[config.mk]
export PLATFORM = sky130hd
export DESIGN_NAME = cla_pipe_addsub
export DESIGN_NICKNAME = d
export VERILOG_FILES = /design/src/rtl/cla_pkg.sv /design/src/rtl/cla_group.sv /design/src/rtl/cla_pipe_addsub.sv
export SDC_FILE = /design/constraint.sdc
export NUM_CORES = 1
export LEC_CHECK = 0
export ABC_AREA = 0
export BUFFER_PORTS_ARGS = -buffer_cell sky130_fd_sc_hd__buf_2
export CORE_ASPECT_RATIO = 0.6
export CORE_UTILIZATION = 54
export DETAILED_ROUTE_END_ITERATION = 16
export PLACE_DENSITY = 0.77
export SYNTH_ARGS = -nofsm -noshare
export SYNTH_HDL_FRONTEND = slang
export SYNTH_HIERARCHICAL = 1
export SYNTH_SLANG_ARGS = --single-unit
export TNS_END_PERCENT = 1
[constraint.sdc]
create_clock -name clk -period 6.6 [get_ports clk]
set_input_delay 1.32 -clock clk [delete_from_list [all_inputs] [get_ports clk]]
set_output_delay 1.32 -clock clk [all_outputs]
set_load 0.05 [all_outputs]
[src/rtl/cla_pkg.sv]
// Shared types, default geometry and flag helpers for the pipelined CLA adder/subtractor.
package cla_pkg;

   typedef enum logic {
      CLA_ADD = 1'b0,
      CLA_SUB = 1'b1
   } cla_op_e;

   localparam int CLA_WIDTH_DEF = 32;
   localparam int CLA_GROUP_DEF = 8;

   // Signed overflow: carry into the MSB disagrees with carry out of the MSB.
   function automatic logic cla_ovf(input logic c_msb_in, input logic c_out);
      return c_msb_in ^ c_out;
   endfunction

endpackage

[src/rtl/cla_group.sv]
// Purely combinational GROUP-bit carry-lookahead block. Every internal carry is a
// flat sum of products of g/p/ci terms, so no carry ripples through the group.
module cla_group
   import cla_pkg::*;
#(
   parameter int GROUP = CLA_GROUP_DEF
) (
   input  logic [GROUP-1:0] a,
   input  logic [GROUP-1:0] b,
   input  logic             ci,
   output logic [GROUP-1:0] s,
   output logic             co,
   output logic             c_msb_in
);

   logic [GROUP-1:0] w_p;
   logic [GROUP-1:0] w_g;
   logic [GROUP:0]   w_c;

   // c[i+1] = g[i] | p[i]g[i-1] | ... | p[i..0]ci, each term built from g/p/ci only.
   function automatic logic [GROUP:0] lookahead(input logic [GROUP-1:0] p,
                                                input logic [GROUP-1:0] g,
                                                input logic             cin);
      logic [GROUP:0] c;
      logic           prod;
      c    = '0;
      c[0] = cin;
      for (int i = 0; i < GROUP; i++) begin
         prod = 1'b1;
         for (int j = i; j >= 0; j--) begin
            c[i+1] = c[i+1] | (prod & g[j]);
            prod   = prod & p[j];
         end
         c[i+1] = c[i+1] | (prod & cin);
      end
      return c;
   endfunction

   assign w_p      = a ^ b;
   assign w_g      = a & b;
   assign w_c      = lookahead(w_p, w_g, ci);
   assign s        = w_p ^ w_c[GROUP-1:0];
   assign co       = w_c[GROUP];
   assign c_msb_in = w_c[GROUP-1];

endmodule

[src/rtl/cla_pipe_addsub.sv]
// Pipelined carry-lookahead adder/subtractor. One GROUP-bit group is resolved per
// stage and its carry is registered into the next; latency is NGRP cycles, one
// beat per cycle, with a global stall driven by the output handshake.
// Optional zero/neg result flags are built when CLA_PIPE_FLAGS_EN is defined.
module cla_pipe_addsub
   import cla_pkg::*;
#(
   parameter int WIDTH = CLA_WIDTH_DEF,
   parameter int GROUP = CLA_GROUP_DEF
) (
   input  logic             clk,
   input  logic             rst,
   input  logic             in_valid,
   output logic             in_ready,
   input  logic [WIDTH-1:0] a,
   input  logic [WIDTH-1:0] b,
   input  logic             sub,
   input  logic             cin,
   output logic             out_valid,
   input  logic             out_ready,
   output logic [WIDTH-1:0] sum,
   output logic             cout,
   output logic             ovf
`ifdef CLA_PIPE_FLAGS_EN
   ,
   output logic             zero,
   output logic             neg
`endif
);

   localparam int NGRP = WIDTH / GROUP;

   cla_op_e          w_op;
   logic             w_adv;

   // Stage inputs (what each stage computes from) and stage outputs (what it registers).
   logic [WIDTH-1:0] w_a_in   [NGRP];
   logic [WIDTH-1:0] w_b_in   [NGRP];
   logic [WIDTH-1:0] w_sum_in [NGRP];
   logic             w_c_in   [NGRP];
   logic             w_vld_in [NGRP];
   logic [GROUP-1:0] w_s      [NGRP];
   logic             w_co     [NGRP];
   logic             w_cmsb   [NGRP];
   logic [WIDTH-1:0] w_sum_nxt[NGRP];

   logic [WIDTH-1:0] r_a   [NGRP];
   logic [WIDTH-1:0] r_b   [NGRP];
   logic [WIDTH-1:0] r_sum [NGRP];
   logic             r_c   [NGRP];
   logic             r_vld [NGRP];
   logic             r_ovf;
`ifdef CLA_PIPE_FLAGS_EN
   logic             r_zero;
   logic             r_neg;
`endif

   assign w_op     = cla_op_e'(sub);
   assign w_adv    = !r_vld[NGRP-1] || out_ready;
   assign in_ready = w_adv;

   // Stage input selection: ports feed stage 0, every later stage reads its predecessor.
   always_comb begin
      // NOTE: every element gets a default before any conditional write, so no latch can form.
      for (int k = 0; k < NGRP; k++) begin
         w_a_in[k]   = '0;
         w_b_in[k]   = '0;
         w_sum_in[k] = '0;
         w_c_in[k]   = 1'b0;
         w_vld_in[k] = 1'b0;
      end
      w_a_in[0]   = a;
      w_b_in[0]   = (w_op == CLA_SUB) ? ~b : b;
      w_c_in[0]   = (w_op == CLA_SUB) ? 1'b1 : cin;
      w_vld_in[0] = in_valid;
      for (int k = 1; k < NGRP; k++) begin
         w_a_in[k]   = r_a[k-1];
         w_b_in[k]   = r_b[k-1];
         w_sum_in[k] = r_sum[k-1];
         w_c_in[k]   = r_c[k-1];
         w_vld_in[k] = r_vld[k-1];
      end
   end

   for (genvar k = 0; k < NGRP; k++) begin : g_stage
      cla_group #(.GROUP(GROUP)) u_grp (
         .a        (w_a_in[k][k*GROUP +: GROUP]),
         .b        (w_b_in[k][k*GROUP +: GROUP]),
         .ci       (w_c_in[k]),
         .s        (w_s[k]),
         .co       (w_co[k]),
         .c_msb_in (w_cmsb[k])
      );
      // Merge this stage's slice into the partial result carried down the pipe.
      assign w_sum_nxt[k] = (w_sum_in[k] & ~({{(WIDTH-GROUP){1'b0}}, {GROUP{1'b1}}} << (k*GROUP)))
                          | (WIDTH'(w_s[k]) << (k*GROUP));
   end

   // Pipeline registers: all stages advance together on adv and hold otherwise.
   always_ff @(posedge clk) begin
      if (rst) begin
         // NOTE: data registers are cleared too, not only valid bits, so sum/cout/ovf read 0 out of reset.
         for (int k = 0; k < NGRP; k++) begin
            r_a[k]   <= '0;
            r_b[k]   <= '0;
            r_sum[k] <= '0;
            r_c[k]   <= 1'b0;
            r_vld[k] <= 1'b0;
         end
         r_ovf <= 1'b0;
`ifdef CLA_PIPE_FLAGS_EN
         r_zero <= 1'b0;
         r_neg  <= 1'b0;
`endif
      end else if (w_adv) begin
         // NOTE: non-blocking assignments let every stage sample its predecessor's old value.
         for (int k = 0; k < NGRP; k++) begin
            r_a[k]   <= w_a_in[k];
            r_b[k]   <= w_b_in[k];
            r_sum[k] <= w_sum_nxt[k];
            r_c[k]   <= w_co[k];
            r_vld[k] <= w_vld_in[k];
         end
         r_ovf <= cla_ovf(w_cmsb[NGRP-1], w_co[NGRP-1]);
`ifdef CLA_PIPE_FLAGS_EN
         r_zero <= (w_sum_nxt[NGRP-1] == '0);
         r_neg  <= w_sum_nxt[NGRP-1][WIDTH-1];
`endif
      end
   end

   assign out_valid = r_vld[NGRP-1];
   assign sum       = r_sum[NGRP-1];
   assign cout      = r_c[NGRP-1];
   assign ovf       = r_ovf;
`ifdef CLA_PIPE_FLAGS_EN
   assign zero      = r_zero;
   assign neg       = r_neg;
`endif

endmodule

# [Word-level counts from Yosys, hierarchy flattened]
# Memory sizes are Yosys's and may differ from the RTL's.
# Index checks and enable logic that the tools add are counted.
[totals] ram_bits=392 output_inout_bits=36 inputBits=70 reg_bits=1 mem_count=5
[mem_list] memory="r_a" words=4 word_bits=32 read_ports=3 rd_ports_with_merged_regs=0 wr=4 line_no="cla_pipe_addsub.sv:47" text="logic [WIDTH-1:0] r_a [NGRP];"
[mem_list] memory="r_b" words=4 word_bits=32 read_ports=3 rd_ports_with_merged_regs=0 wr=4 line_no="cla_pipe_addsub.sv:48" text="logic [WIDTH-1:0] r_b [NGRP];"
[mem_list] memory="r_sum" words=4 word_bits=32 read_ports=4 rd_ports_with_merged_regs=0 wr=4 line_no="cla_pipe_addsub.sv:49" text="logic [WIDTH-1:0] r_sum [NGRP];"
[mem_list] memory="r_c" words=4 word_bits=1 read_ports=4 rd_ports_with_merged_regs=0 wr=4 line_no="cla_pipe_addsub.sv:50" text="logic r_c [NGRP];"
[mem_list] memory="r_vld" words=4 word_bits=1 read_ports=4 rd_ports_with_merged_regs=0 wr=4 line_no="cla_pipe_addsub.sv:51" text="logic r_vld [NGRP];"
[classes] reduce_logical=2 n_mux=27 n_bitwise=437
[op_table] op="two-way mux 32 bit" n=13
[op_table] op="AND 1 bit" n=256
[op_table] op="OR 1 bit" n=164
[op_table] op="bitwise XOR 8 bit" n=8
[op_table] op="AND 8 bit" n=4
[op_table] op="NOT 32 bit" n=1
[op_table] op="OR 24 x 32 -> 32 bit" n=1
[op_table] op="OR 32 x 16 -> 32 bit" n=1
[op_table] op="OR 32 x 24 -> 32 bit" n=1
[op_table] op="two-way mux 1 bit" n=14
[op_table] op="zero test 1 bit" n=1
[op_table] op="logical OR 1 bit" n=1
[op_table] op="bitwise XOR 1 bit" n=1

# [Logic depth before layout (Yosys ltp)]
[logic_depth] depth_word=13 mapped_depth=10

# [Modules after synthesis]
# The synthesis kept the hierarchy.
[modules_own_cells] mod="cla_pipe_addsub" cells_each=454 seq_area_each_um2=5545.3 area_per_inst_um2=8240.4 instances=1
[modules_own_cells] mod="cla_group (g_stage[1].u_grp ...)" cells_each=41 seq_area_each_um2=0.0 area_per_inst_um2=357.8 instances=3
[modules_own_cells] mod="cla_group (g_stage[0].u_grp)" cells_each=51 seq_area_each_um2=0.0 area_per_inst_um2=390.4 instances=1

# [Least setup slack after synthesis]
# OpenSTA, ideal clock, no wires.
[synth_timing] path_type="input to register" start="input rst" end="memory r_a[0][10] (netlist bit) (enable)" path_stages=3 path_slack_ps=-100 required_time_ps=6022 t_arrival_ps=6122 cell_sequence="buf_2 > buf_2 > nand2b_1"
[synth_rtl] element="from (decl)" line_no="cla_pipe_addsub.sv:12" text="input logic rst,"
[synth_rtl] element="to (decl)" line_no="cla_pipe_addsub.sv:47"

# [Final worst setup path]
[layout_timing] start="input out_ready" end="output in_ready"
[layout_between] elab_chain_cells=1
[layout_lines] element="from (decl)" line_no="cla_pipe_addsub.sv:20" text="input logic out_ready,"
[layout_lines] element="logical OR 1 bit" line_no="cla_pipe_addsub.sv:59" text="assign w_adv = !r_vld[NGRP-1] || out_ready;"
[layout_lines] element="to (decl)" line_no="cla_pipe_addsub.sv:14" text="output logic in_ready,"
# No other way between the ends.

==> results_tabular.tex <==
\begin{tabular}{lr}
\hline
Metric & Value \\
\hline
\multicolumn{2}{l}{\textbf{STA}} \\
\quad Shortest clock period the worst path allows after layout & 3800 ps \\
\quad Max-slew headroom & 29.3\% \\
\quad Final clock period utilization by the worst path & 57.5\% \\
\quad Minimum setup slack in the final design & 2800 ps \\
\quad FMAX & 263 MHz \\
\quad Count of endpoints failing hold in the final timing report & 0 \\
\quad Final Max Tran Viols & 0 \\
\quad Total negative setup slack & 0 ps \\
\quad Transition at the pin with the smallest max-transition slack & 1060 ps \\
\quad RSZ-0062 raised after global routing & no \\
\quad Layout Skew & 13.2 ps \\
\quad \# setup viols final & 0 \\
\multicolumn{2}{l}{\textbf{Setup path}} \\
\quad Critical setup path kind & primary input to output pin \\
\quad Critical path buffer and inverter count & 3 \\
\quad Slowest cell delay on critical path & 680 ps \\
\quad Critical path's most frequent cell & sky130\_fd\_sc\_hd\_\_buf\_2 \\
\quad CP Max Fanout & 26 \\
\quad Cell-by-cell trace of the critical path & buf\_2 -> nor2b\_4 -> inv\_2 -> buf\_2 \\
\quad WP data required & 5280 ps \\
\quad Arrival time reported for the critical path endpoint & 2480 ps \\
\quad Cell family with the largest share of critical-path delay & simple AND/OR/NAND/NOR gates \\
\quad Category of the worst setup path launch point & primary input \\
\quad Slowest library cell on the worst path & sky130\_fd\_sc\_hd\_\_nor2b\_4 \\
\quad Endpoint type of the worst setup path & output pin \\
\multicolumn{2}{l}{\textbf{Floorplanning}} \\
\quad DIE HEIGHT & 106 microns \\
\quad Area inside the core boundary & 0.0173 sq mm \\
\quad Top-Level Pins & around 110 \\
\quad Area of the die & 0.0185 sq mm \\
\quad Effective utilization at floorplan & 55.9\% \\
\quad Die extent in x & 175 microns \\
\quad Number of rows created at floorplan & 37 \\
\multicolumn{2}{l}{\textbf{Drt}} \\
\quad Routed length per instance & 16.2 microns \\
\quad Top Metal Used & met4 \\
\quad Detailed-routed wire length on met2 & roughly 7300 microns \\
\quad Detailed Route WL & between 15000 and 20000 microns \\
\quad Routed length on met1 & 7430 microns \\
\quad Detailed Routing Iterations Pass 1 & 5 \\
\quad Antenna Nets Post-Route & 0 \\
\quad DRT iter0 DRCs & 393 \\
\quad Total vias in the final route & 5106 \\
\quad Drc violations & 0 \\
\quad Met3 WL & 601 microns \\
\quad Vias per cell & 5.36 \\
\multicolumn{2}{l}{\textbf{Logic synthesis}} \\
\quad Synthesized area per cell & between 15 and 20 sq um \\
\quad Gate Count Post-Synth & 625 \\
\quad Total of warnings raised by yosys & 6 \\
\quad Combined area of all synthesized cells & 0.00968 sq mm \\
\quad Net Count, Synth & 735 \\
\multicolumn{2}{l}{\textbf{Final layout}} \\
\quad Number of nets in the layout & 816 \\
\quad Number of fill cells & about 1300 \\
\quad Area Growth Syn to Fin & 11.8\% \\
\quad Proportion of layout cells with a drive suffix above 1 & a little over two fifths \\
\quad Finished Layout Cells & 953 \\
\quad Diode count & 0 \\
\multicolumn{2}{l}{\textbf{Clock network}} \\
\quad Post-CTS setup repair buffer count & 0 \\
\quad Cts hold-fix bufs & 0 \\
\quad CTS tree & done \\
\quad Post-CTS clock slew at the launch and capture registers of the worst setup and hold paths & 70 ps \\
\quad Maximum clock path buffer count & 2 \\
\quad Master cell of the clock root buffer & sky130\_fd\_sc\_hd\_\_clkbuf\_16 \\
\quad Sinks on the clock net & roughly 190 \\
\quad Num CTS Buffers & 17 \\
\quad Number of resized instances in the post-cts repair step & 0 \\
\quad H-tree levels & 4 \\
\quad Clock latency reported for the late side of the worst-skew pair & 420 ps \\
\multicolumn{2}{l}{\textbf{Job}} \\
\quad Number of max-cap violations & 0 \\
\multicolumn{2}{l}{\textbf{Placement}} \\
\quad GP Congestion & between 0.7 and 0.8 \\
\quad Port-buffer cells & 105 \\
\quad Number of placed instances with taps included & 921 \\
\quad DP Worst Slack & 2480 ps \\
\quad DP HPWL & 9270 microns \\
\multicolumn{2}{l}{\textbf{Global routing}} \\
\quad Overall global routing resource usage & 17.5\% \\
\quad Remaining global-route overflow & 0 \\
\quad Via count of the first global-routing pass & 5058 \\
\quad Number of antenna violations at the first check in global routing & 0 \\
\quad First-pass GRT wire length & 25400 microns \\
\quad Pin count of the biggest net entering global routing & about 160 \\
\multicolumn{2}{l}{\textbf{Outcome}} \\
\quad Status & completed \\
\multicolumn{2}{l}{\textbf{Pwr}} \\
\quad Power per cell area & 258 mW/mm\^{}2 \\
\quad Maximum vdd ir drop & between 0.15 and 0.2 mV \\
\quad Leakage power & roughly 0.0046 uW \\
\multicolumn{2}{l}{\textbf{Min path}} \\
\quad Tightest Hold Check Type & flip-flop to flip-flop \\
\hline
\end{tabular}
==> placed cells by master, fill, tap and decap left out, drive strengths merged <==
master,n
or2,1
or3,1
clkinvlp,2
xor2,22
a221oi,3
and2,5
nor2b,1
clkinv,3
fa,4
nand2,4
dfxtp,1
o311ai,1
clkbuf,18
nand2b,2
inv,18
ha,36
and4,7
a211oi,2
o21a,3
bufinv,2
o21ai,5
nor2,12
xnor2,34
nor3,24
edfxtp,184
buf,108
a21oi,14
a211o,3
nand4,6
nor3b,161
a31oi,4
a21o,24
nand3,4
==> per-layer routing <==
metal / track usage (%) / vias up
li1: - / 2518
met1: 24.4 / 2455
met2: 27.5 / 114
met3: 3.50 / 19
met4: 6.02 / 0
met5: 0 / -
==> final timing paths <==
kind	cells after the start	startpoint	slack, ps	to
hold reg to reg	1	r_b[0][21]$_SDFFCE_PN0P_	560	r_b[0][53]$_SDFFCE_PN0P_
setup / recovery	4	out_ready	2800	in_ready
setup reg to reg	3	r_vld[3]$_DFFE_PP_	3780	r_sum[2][16]$_SDFFCE_PN0P_
hold / removal	1	r_b[0][21]$_SDFFCE_PN0P_	560	r_b[0][53]$_SDFFCE_PN0P_
==> area by class of cell <==
cell class | instances | area, sq um | share of cell area (%)
flip-flops and latches | 185 | 5550 | 51.2
multi-input cells | 383 | 3760 | 34.7
repair buffers | 109 | 589 | 5.44
clock buffers | 17 | 425 | 3.93
well taps | 234 | 293 | 2.70
clock inverters | 15 | 179 | 1.65
inverters | 10 | 37.5 | 0.347
==> per-stage QoR <==
step | utilization, % | cell area [sq um] | power, uW | hold slack (ps)
floorplan | - | 9690 | 1710 | 537
global placement | 59.0 | 10200 | 1770 | 546
detailed placement | 59.0 | 10200 | 1790 | 549
CTS | 62.5 | 10800 | 2820 | 567
global route | 62.5 | 10800 | 2900 | 581
finish | 62.5 | 10800 | 2790 | 562
==> flip-flops by register name (all words and copies together), names as in the netlist <==
register and cells:
ovf 1, r_a 48, r_b 48, r_c 4, r_sum 80, r_vld 4
==> power by group <==
group | switching, uW | internal, uW | total, uW
clock | 457 | 574 | 1030
sequential | 26.1 | 1390 | 1410
combinational | 192 | 157 | 349
Note: power is estimated with default switching activity, not from simulation.
